`src/rtl/vga_pkg.sv`:
```
// Shared VGA timing constants (640x480@60 from a 100 MHz clock) and fetch FSM encoding.
package vga_pkg;
    localparam int   VGA_CLK_DIV    = 4;
    localparam int   VGA_H_ACTIVE   = 640;
    localparam int   VGA_H_FP       = 16;
    localparam int   VGA_H_SYNC     = 96;
    localparam int   VGA_H_BP       = 48;
    localparam int   VGA_V_ACTIVE   = 480;
    localparam int   VGA_V_FP       = 10;
    localparam int   VGA_V_SYNC     = 2;
    localparam int   VGA_V_BP       = 33;
    localparam logic VGA_SYNC_POL   = 1'b0;
    localparam int   VGA_FETCH_LEAD = 8;
    localparam int   CW             = 10;

    typedef enum logic [1:0] {
        F_IDLE     = 2'd0,
        F_REQ      = 2'd1,
        F_WAIT_END = 2'd2
    } fetch_state_t;
endpackage

```
`src/rtl/vga_axis_counter.sv`:
```
// One raster axis: position counter plus registered sync/active window flags.
module vga_axis_counter
    import vga_pkg::*;
#(
    parameter int   TOTAL      = 800,
    parameter int   ACTIVE     = 640,
    parameter int   SYNC_START = 656,
    parameter int   SYNC_LEN   = 96,
    parameter logic SYNC_POL   = 1'b0
) (
    input  logic          clk,
    input  logic          rst_n,
    input  logic          clr,
    input  logic          adv,
    output logic [CW-1:0] cnt,
    output logic [CW-1:0] cnt_nxt,
    output logic          last,
    output logic          sync,
    output logic          act
);
    always_comb begin
        last    = (cnt == CW'(TOTAL - 1));
        cnt_nxt = cnt;
        if (clr || (adv && last))
            cnt_nxt = '0;
        else if (adv)
            cnt_nxt = cnt + CW'(1);
    end

    // Flags are derived from the next count so they line up with cnt in the same cycle.
    always_ff @(posedge clk or negedge rst_n) begin
        if (!rst_n) begin
            cnt  <= '0;
            sync <= ~SYNC_POL;
            act  <= 1'b0;
        end else if (clr) begin
            cnt  <= '0;
            sync <= ~SYNC_POL;
            act  <= 1'b0;
        end else begin
            cnt  <= cnt_nxt;
            sync <= (cnt_nxt >= CW'(SYNC_START) && cnt_nxt < CW'(SYNC_START + SYNC_LEN))
                    ? SYNC_POL : ~SYNC_POL;
            act  <= (cnt_nxt < CW'(ACTIVE));
        end
    end
endmodule

```
`src/rtl/vga_timing_gen.sv`:
```
// VGA raster timing: pixel divider, H/V counters, sync/active and the PPU line-fetch handshake.
module vga_timing_gen
    import vga_pkg::*;
#(
    parameter int   CLK_DIV    = VGA_CLK_DIV,
    parameter int   H_ACTIVE   = VGA_H_ACTIVE,
    parameter int   H_FP       = VGA_H_FP,
    parameter int   H_SYNC     = VGA_H_SYNC,
    parameter int   H_BP       = VGA_H_BP,
    parameter int   V_ACTIVE   = VGA_V_ACTIVE,
    parameter int   V_FP       = VGA_V_FP,
    parameter int   V_SYNC     = VGA_V_SYNC,
    parameter int   V_BP       = VGA_V_BP,
    parameter logic SYNC_POL   = VGA_SYNC_POL,
    parameter int   FETCH_LEAD = VGA_FETCH_LEAD
) (
    input  logic          clk,
    input  logic          reset_n,
    input  logic          enable,
    output logic          pix_ce,
    output logic          hsync,
    output logic          vsync,
    output logic          active,
    output logic [CW-1:0] x,
    output logic [CW-1:0] y,
    output logic          line_start,
    output logic          frame_start,
    output logic          fetch_req,
    output logic [CW-1:0] fetch_line,
    input  logic          fetch_ack,
    output logic          underrun
);
    localparam int H_TOTAL = H_ACTIVE + H_FP + H_SYNC + H_BP;
    localparam int V_TOTAL = V_ACTIVE + V_FP + V_SYNC + V_BP;
    localparam int DW      = $clog2(CLK_DIV);

    logic [DW-1:0] div, div_nxt;
    logic          div_last, adv_h, pce_nxt, h_wrap;
    logic [CW-1:0] x_nxt, y_nxt, next_line;
    logic          h_last, v_last, h_act, v_act;
    fetch_state_t  fstate;

    assign div_last = (div == DW'(CLK_DIV - 1));
    assign adv_h    = enable && div_last;
    assign div_nxt  = (!enable || div_last) ? '0 : div + DW'(1);
    assign pce_nxt  = enable && (div_nxt == DW'(CLK_DIV - 1));
    assign h_wrap   = adv_h && h_last;

    vga_axis_counter #(
        .TOTAL(H_TOTAL), .ACTIVE(H_ACTIVE), .SYNC_START(H_ACTIVE + H_FP),
        .SYNC_LEN(H_SYNC), .SYNC_POL(SYNC_POL)
    ) u_h (
        .clk(clk), .rst_n(reset_n), .clr(!enable), .adv(adv_h),
        .cnt(x), .cnt_nxt(x_nxt), .last(h_last), .sync(hsync), .act(h_act)
    );

    vga_axis_counter #(
        .TOTAL(V_TOTAL), .ACTIVE(V_ACTIVE), .SYNC_START(V_ACTIVE + V_FP),
        .SYNC_LEN(V_SYNC), .SYNC_POL(SYNC_POL)
    ) u_v (
        .clk(clk), .rst_n(reset_n), .clr(!enable), .adv(h_wrap),
        .cnt(y), .cnt_nxt(y_nxt), .last(v_last), .sync(vsync), .act(v_act)
    );

    assign active = h_act && v_act;

    always_ff @(posedge clk or negedge reset_n) begin
        if (!reset_n) begin
            div         <= '0;
            pix_ce      <= 1'b0;
            line_start  <= 1'b0;
            frame_start <= 1'b0;
        end else begin
            div         <= div_nxt;
            pix_ce      <= pce_nxt;
            line_start  <= pce_nxt && (x_nxt == '0);
            frame_start <= pce_nxt && (x_nxt == '0) && (y_nxt == '0);
        end
    end

    // Line V_TOTAL-1 wraps to 0, so line 0 is prefetched during the last blanking line.
    assign next_line = v_last ? '0 : y + CW'(1);

    always_ff @(posedge clk or negedge reset_n) begin
        if (!reset_n) begin
            fstate     <= F_IDLE;
            fetch_req  <= 1'b0;
            fetch_line <= '0;
            underrun   <= 1'b0;
        end else if (!enable) begin
            fstate     <= F_IDLE;
            fetch_req  <= 1'b0;
            fetch_line <= '0;
        end else begin
            case (fstate)
                F_IDLE: begin
                    if (adv_h && x_nxt == CW'(H_ACTIVE) && next_line < CW'(V_ACTIVE)) begin
                        fetch_req  <= 1'b1;
                        fetch_line <= next_line;
                        fstate     <= F_REQ;
                    end
                end
                F_REQ: begin
                    // An ack landing on the deadline clock still counts as in time.
                    if (fetch_ack) begin
                        fetch_req <= 1'b0;
                        fstate    <= F_WAIT_END;
                    end else if (adv_h && x_nxt == CW'(H_TOTAL - FETCH_LEAD)) begin
                        underrun  <= 1'b1;
                        fetch_req <= 1'b0;
                        fstate    <= F_WAIT_END;
                    end
                end
                F_WAIT_END: begin
                    if (h_wrap)
                        fstate <= F_IDLE;
                end
                default: fstate <= F_IDLE;
            endcase
        end
    end
endmodule

```
`config.mk`:
```
export PLATFORM = sky130hd
export DESIGN_NAME = vga_timing_gen
export DESIGN_NICKNAME = d
export VERILOG_FILES = /design/src/rtl/vga_pkg.sv /design/src/rtl/vga_axis_counter.sv /design/src/rtl/vga_timing_gen.sv
export SDC_FILE = /design/constraint.sdc
export NUM_CORES = 1
export LEC_CHECK = 0
export ABC_CLOCK_PERIOD_IN_PS = 3900
export BUFFER_PORTS_ARGS = -buffer_cell sky130_fd_sc_hd__buf_2
export CORE_MARGIN = 1
export CORE_UTILIZATION = 57
export DETAILED_ROUTE_END_ITERATION = 16
export PLACE_DENSITY = 0.8
export SYNTH_ARGS = -nofsm -noshare
export SYNTH_HDL_FRONTEND = slang
export SYNTH_SLANG_ARGS = --single-unit
```
`constraint.sdc`:
```
create_clock -name clk -period 3.9 [get_ports clk]
set_input_delay 0.78 -clock clk [delete_from_list [all_inputs] [get_ports clk]]
set_output_delay 0.78 -clock clk [all_outputs]
set_load 0.01 [all_outputs]
```
# Word-level counts from Yosys, hierarchy flattened

Cells that the tools add are included.

Register bits after elaboration: 43
Bits in latches: 0
RAM bits: 0
Memory bits (read-only): 0
Bits of input ports: 4
Output and inout port bits: 38
Logic and storage cells: 90
Memories kept: 0

Add/subtract/negate cells: 3
Multipliers: 0
Divide/modulo/power cells: 0
Magnitude comparators: 7
Eq/ne operators: 14
Shift-type cells: 0
Mux-type cells: 28
Bitwise logic cells: 1
Reduce and logical (&&, ||, !) cells: 23

Operators by type and width:

| cell                                                               | count |
|---|---|
| two-way mux 10 bit                                                 | 10 |
| equality test 10 bit, second input constant                        | 4 |
| less-than comparator 10 x 9 -> 1 bit, second input constant        | 3 |
| adder 10 x 1 -> 10 bit, second input constant                      | 2 |
| logical NOT 10 bit                                                 | 2 |
| less-than comparator 10 bit, second input constant                 | 2 |
| logical AND 1 bit                                                  | 12 |
| two-way mux 2 bit                                                  | 6 |
| greater-or-equal comparator 10 bit, second input constant          | 1 |
| greater-or-equal comparator 10 x 9 -> 1 bit, second input constant | 1 |
| two-way mux 1 bit                                                  | 10 |
| equality test 2 bit, second input constant                         | 3 |
| one-hot mux 2 bit (3 select lines)                                 | 1 |
| AND reduction 3 bit                                                | 2 |
| inequality test 2 x 1 -> 1 bit, second input constant              | 2 |
| inequality test 4 bit, second input constant                       | 1 |
| AND reduction 4 bit                                                | 1 |
| logical OR 1 bit                                                   | 3 |
| inequality test 3 x 1 -> 1 bit, second input constant              | 1 |
| inequality test 3 x 2 -> 1 bit, second input constant              | 1 |
| inequality test 3 bit, second input constant                       | 1 |
| adder 2 x 1 -> 2 bit, second input constant                        | 1 |
| equality test 2 x 1 -> 1 bit, second input constant                | 1 |
| logical NOT 2 bit                                                  | 1 |
| 4 further kinds                                                    | 4 |

# Depth between registers and ports, before layout

Depth after elaboration: 11
Depth in mapped cells: 9

# Cells and area by module

Synthesis repeated with hierarchy kept, for this count alone.

Cells, all modules: 305
Area total of the unflattened synthesis: 2750.1 sq um

By module, submodules not included:

| module                  | times used | cells an instance | area each (sq um) |
|---|---|---|---|
| vga_timing_gen          | 1          | 130               | 1173.6 |
| vga_axis_counter at u_h | 1          | 88                | 800.8 |
| vga_axis_counter at u_v | 1          | 87                | 775.7 |

# Least setup slack after synthesis

OpenSTA, ideal clock, no wires.

Kind: input-to-reg
Start: input enable
End: register fetch_line[1]
Setup time: 0.127 ns
Arrival: 3.079 ns
Setup slack: 0.694 ns
Stages: 8
Path through: buf_2 nand4_2 or4_1 a21o_1 or4_4 or4b_4 buf_6 mux2i_1

Word-level cells in the longest chain between the ends: 9
Elaborated cells between the ends (all ways): 13
Classes of those cells: 3 x eq/ne; 3 x mux; 7 x reduce/logical

Ends and longest elaborated chain:

| what                                            | RTL line               | RTL |
|---|---|---|
| from (decl)                                     | vga_timing_gen.sv:19   | `input logic enable,` |
| logical AND 1 bit                               | vga_timing_gen.sv:44   | `assign adv_h = enable && div_last;` |
| logical AND 1 bit                               | vga_axis_counter.sv:24 | `if (clr \|\| (adv && last))` |
| logical OR 1 bit                                | vga_axis_counter.sv:24 |  |
| two-way mux 10 bit                              | vga_axis_counter.sv:24 |  |
| equality test 10 bit                            | vga_timing_gen.sv:97   | `if (adv_h && x_nxt == CW'(H_ACTIVE) && next_line < CW'(V_ACTIVE)) begin` |
| logical AND 1 bit (2 in series)                 | vga_timing_gen.sv:97   |  |
| inequality test 2 x 1 -> 1 bit (no source line) | -                      |  |
| AND reduction 2 bit (no source line)            | -                      |  |
| to (signal assigned)                            | vga_timing_gen.sv:99   | `fetch_line <= next_line;` |
| to (decl)                                       | vga_timing_gen.sv:29   | `output logic [CW-1:0] fetch_line,` |

Parallel ways exist; a longest one is shown, timed or not.
A chain may end at the register's enable or synchronous reset.

# Worst setup path after layout

Start: register div[0]
End: register fetch_line[9]

Word-level cells in the longest chain between the ends: 10
Elaborated cells between the ends (all ways): 11
Classes of those cells: 3 x eq/ne; 2 x mux; 6 x reduce/logical

Ends and longest elaborated chain:

| what                                                | RTL line               | RTL |
|---|---|---|
| from (decl)                                         | vga_timing_gen.sv:37   | `logic [DW-1:0] div, div_nxt;` |
| from (signal assigned)                              | vga_timing_gen.sv:74   | `div <= div_nxt;` |
| equality test 2 bit (*)                             | vga_timing_gen.sv:43   | `assign div_last = (div == DW'(CLK_DIV - 1));` |
| logical AND 1 bit (*)                               | vga_timing_gen.sv:44   |  |
| logical AND 1 bit                                   | vga_axis_counter.sv:24 |  |
| logical OR 1 bit                                    | vga_axis_counter.sv:24 |  |
| two-way mux 10 bit                                  | vga_axis_counter.sv:24 |  |
| equality test 10 bit                                | vga_timing_gen.sv:97   |  |
| logical AND 1 bit (*) (2 in series)                 | vga_timing_gen.sv:97   |  |
| inequality test 2 x 1 -> 1 bit (no source line) (*) | -                      |  |
| AND reduction 2 bit (no source line) (*)            | -                      |  |

Mark *: on every way between the ends. The rest lies on a longest branch, timed or not.

==> impl_metrics.py <==
metrics = {
    "routing": {
        "drc": 0,
        "vias_per_cell": 6.30,
        "final_antenna_net_count": 0,
        "wirelength_um": 6400,
        "dr_total_vias": 2452,
        "drtIter0Drc": 182,
        "drt-pass1-iter-count": 7,
        "routedWlPerCell_um": 16.5,
    },
    "synthesis": {
        "synth_top_family_by_area": "simple AND/OR/NAND/NOR gates",
        "syn_area_per_cell_sq_um": 8.77,
        "synth.mux.area_fraction_pct": 3.71,
        "synthAdderAreaFrac_pct": 1.85,
        "yosys.area_share.simple_pct": 26.9,
        "yosysSeqAreaShare_pct": 39.9,
        "netlist_instances": 308,
        "synthArstFlopShare_pct": 100,
        "synth_compound_area_share_pct": 13.6,
        "synth_xor_area_share_pct": 7.78,
        "syn_area_sq_um": 2700,
        "yosys.cell_types.count": 52,
        "synth_edf_count": 0,
        "ys_ff_latch": 43,
        "syn-num-nets": 316,
        "synth_top_flop_cell": "dfrtp_1",
        "synth_warnings": 0,
    },
    "min_path": {
        "whs_path_depth": 1,
        "hold_path_end": "underrun",
        "hold_start": "underrun",
        "hold_path_class": "flop to flop",
    },
    "finish": {
        "stdcell_count": 389,
        "area_growth_pct": 11.1,
        "final_area_sq_um": 3000,
        "seqCellArea_sq_um": 1080,
        "drive_above_1_share_pct": 20.5,
        "final_cell_mix": "dfrtp_1 (41), buf_2 (41), nand2_1 (33)",
        "fillCellCount": 390,
        "antenna_cells": 0,
        "multi_input_area_sq_um": 1470,
        "fin_nets": 344,
        "utilization_pct": 67.5,
    },
    "place": {
        "placed_cells": 381,
        "gp_congestion": 0.931,
        "hpwl_um": 4500,
        "place_area_sq_um": 2910,
        "portBuffers": 41,
        "pre_cts_slack_ps": 618,
    },
    "sta": {
        "period_share_pct": 84.3,
        "tightest_slew_ps": 929,
        "setup-tns-final_ps": 0,
        "slew_headroom_pct": 38.1,
        "fmax_mhz": 304,
        "fin_hold_ws_ps": 470,
        "setup_viol": 0,
        "rsz0062_at_grt": "no",
        "hold_viol_final": 0,
        "fin_crit_ps": 3290,
        "worst_slack_ps": 613,
        "slew_viol_final": 0,
        "fin_worst_skew_ps": 7.42,
    },
    "setup_path": {
        "critPathRequiredTime_ps": 4100,
        "cp_num_buf_inv": 0,
        "cpMaxStageDelayCell": "or4b_4",
        "critPathKind": "flop to flop",
        "worstPathArrival_ps": 3480,
        "reg2reg_slack_ps": 610,
        "cp_max_fo": 13,
        "reg2reg_depth": 7,
        "slowest_delay_ps": 680,
        "rr_endpoint": "fetch_line[9]",
        "cp-end-kind": "flop",
        "crit_path_cell_trace": "ha_1 > nand4_2 > or4_1 > a21o_1 > or4_4 > or4b_4 > and3_1",
        "critical-path-top-delay-family": "simple AND/OR/NAND/NOR gates",
        "worstSetupStartpointType": "flop",
        "r2r-start": "div[0]",
    },
    "power": {
        "p_leak_nw": 1.41,
        "power_density_nw_per_um2": 268,
        "p_total_uw": 805,
        "worst_ir_drop_vdd_mv": 0.164,
    },
    "clock_network": {
        "clock_sinks": 43,
        "path_clk_slew_ps": 90,
        "postCtsSetupRepairBufs": 0,
        "clock_latency_ps": 300,
        "cts_tree": "done",
        "ctsResizeCount": 0,
        "cts_made_buffers": 5,
        "ctsHoldBuffers": 0,
        "htree_levels": 2,
        "clock_path_buffers": 2,
        "cts-root-buf": "clkbuf_8",
    },
    "global_routing": {
        "grt_max_degree": 44,
        "grt_overflow": 0,
        "grt_use_total_pct": 27.4,
        "grt_pass1_vias": 2229,
        "grt_pass1_wl_um": 10800,
        "antenna_found_initial": 0,
    },
    "die": {
        "dieWidth_um": 70.8,
        "rows": 24,
        "ios": 42,
        "die-area_sq_um": 5020,
        "start_util_pct": 60.8,
        "core-area_sq_um": 4440,
        "die_h_um": 70.8,
    },
    "status": {
        "outcome": "finished clean",
    },
    "job": {
        "drv_cap": 0,
    },
}
-- cells by family after synthesis --
| family | after synthesis |
|---|---|
| AOI/OAI and AO/OA | 55 |
| xor gates and xnor gates | 24 |
| adders and majority gates | 4 |
| buffers and inverters | 38 |
| DFF | 43 |
| muxes | 10 |
| and+or+nand+nor | 134 |
-- registers in the layout (all words and copies together) (netlist names) --
| register | cells |
|---|---|
| line_start | 1 |
| u_v.sync | 1 |
| fstate | 2 |
| u_h.act | 1 |
| pix_ce | 1 |
| u_v.act | 1 |
| underrun | 1 |
| u_v.cnt | 10 |
| fetch_line | 10 |
| div | 2 |
| fetch_req | 1 |
| u_h.sync | 1 |
| frame_start | 1 |
| u_h.cnt | 10 |
-- per-layer routing --
layer / wire [um] / GRT usage, %
met2: 2670 / 38.2
met4: 125 / 10.0
met3: 508 / 4.13
met1: 3090 / 42.9
met5: 0 / 0
-- layout make-up --
cell class                      instances  area share [%]
Clock inverter                          3           0.792
Timing Repair Buffer                   48            8.59
Tap cell                               52            2.17
Clock buffer                            5            2.29
Sequential cell                        43            35.9
Multi-Input combinational cell        227            48.9
Inverter                               11            1.38
-- worst register-to-register path, stage by stage, from the launching register on --
cell     delay (ps)
dfrtp_1         380
ha_1            450
nand4_2         170
or4_1           530
a21o_1          210
or4_4           530
or4b_4          680
and3_1          240
-- power by group --
part	total, mW	switching (mW)	internal (mW)
Combinational	0.0505	0.0353	0.0152
Clock	0.298	0.170	0.128
Sequential	0.457	0.00331	0.453
-- worst max path at each step --
| stage | startpoint | to | slack (ps) | cells past startpoint |
|---|---|---|---|---|
| after floorplan | enable | fetch_line[1] | 690 | 8 |
| after global placement | enable | fetch_line[9] | 640 | 7 |
| after detailed placement | enable | fetch_line[9] | 620 | 7 |
| after CTS | div[0] | fetch_line[9] | 630 | 7 |
| after global routing | u_h.cnt[0] | fetch_line[9] | 460 | 7 |
| final | div[0] | fetch_line[9] | 610 | 7 |
-- synthesized netlist by cell type, types with 3 or more instances --
cell / instances / area share [%]
nor2_1: 23 / 3.2
or3_1: 7 / 1.6
mux2i_1: 10 / 3.7
a21oi_1: 14 / 2.6
nand2_1: 33 / 4.6
o211ai_1: 4 / 1.1
nor4_1: 5 / 1.2
inv_1: 11 / 1.5
xnor2_1: 14 / 4.5
and3_1: 4 / 0.93
nand2b_1: 4 / 0.93
a211oi_1: 4 / 1.1
nand3_1: 17 / 3.1
dfrtp_1: 41 / 38
clkbuf_1: 19 / 2.6
nand4_1: 7 / 1.6
o21ai_0: 13 / 2.4
buf_2: 4 / 0.74
ha_1: 4 / 1.9
nor3_1: 9 / 1.7
xor2_1: 10 / 3.2
a31oi_1: 3 / 0.69
or4_1: 6 / 1.7
No activity file was read; power rests on OpenSTA's default activity.
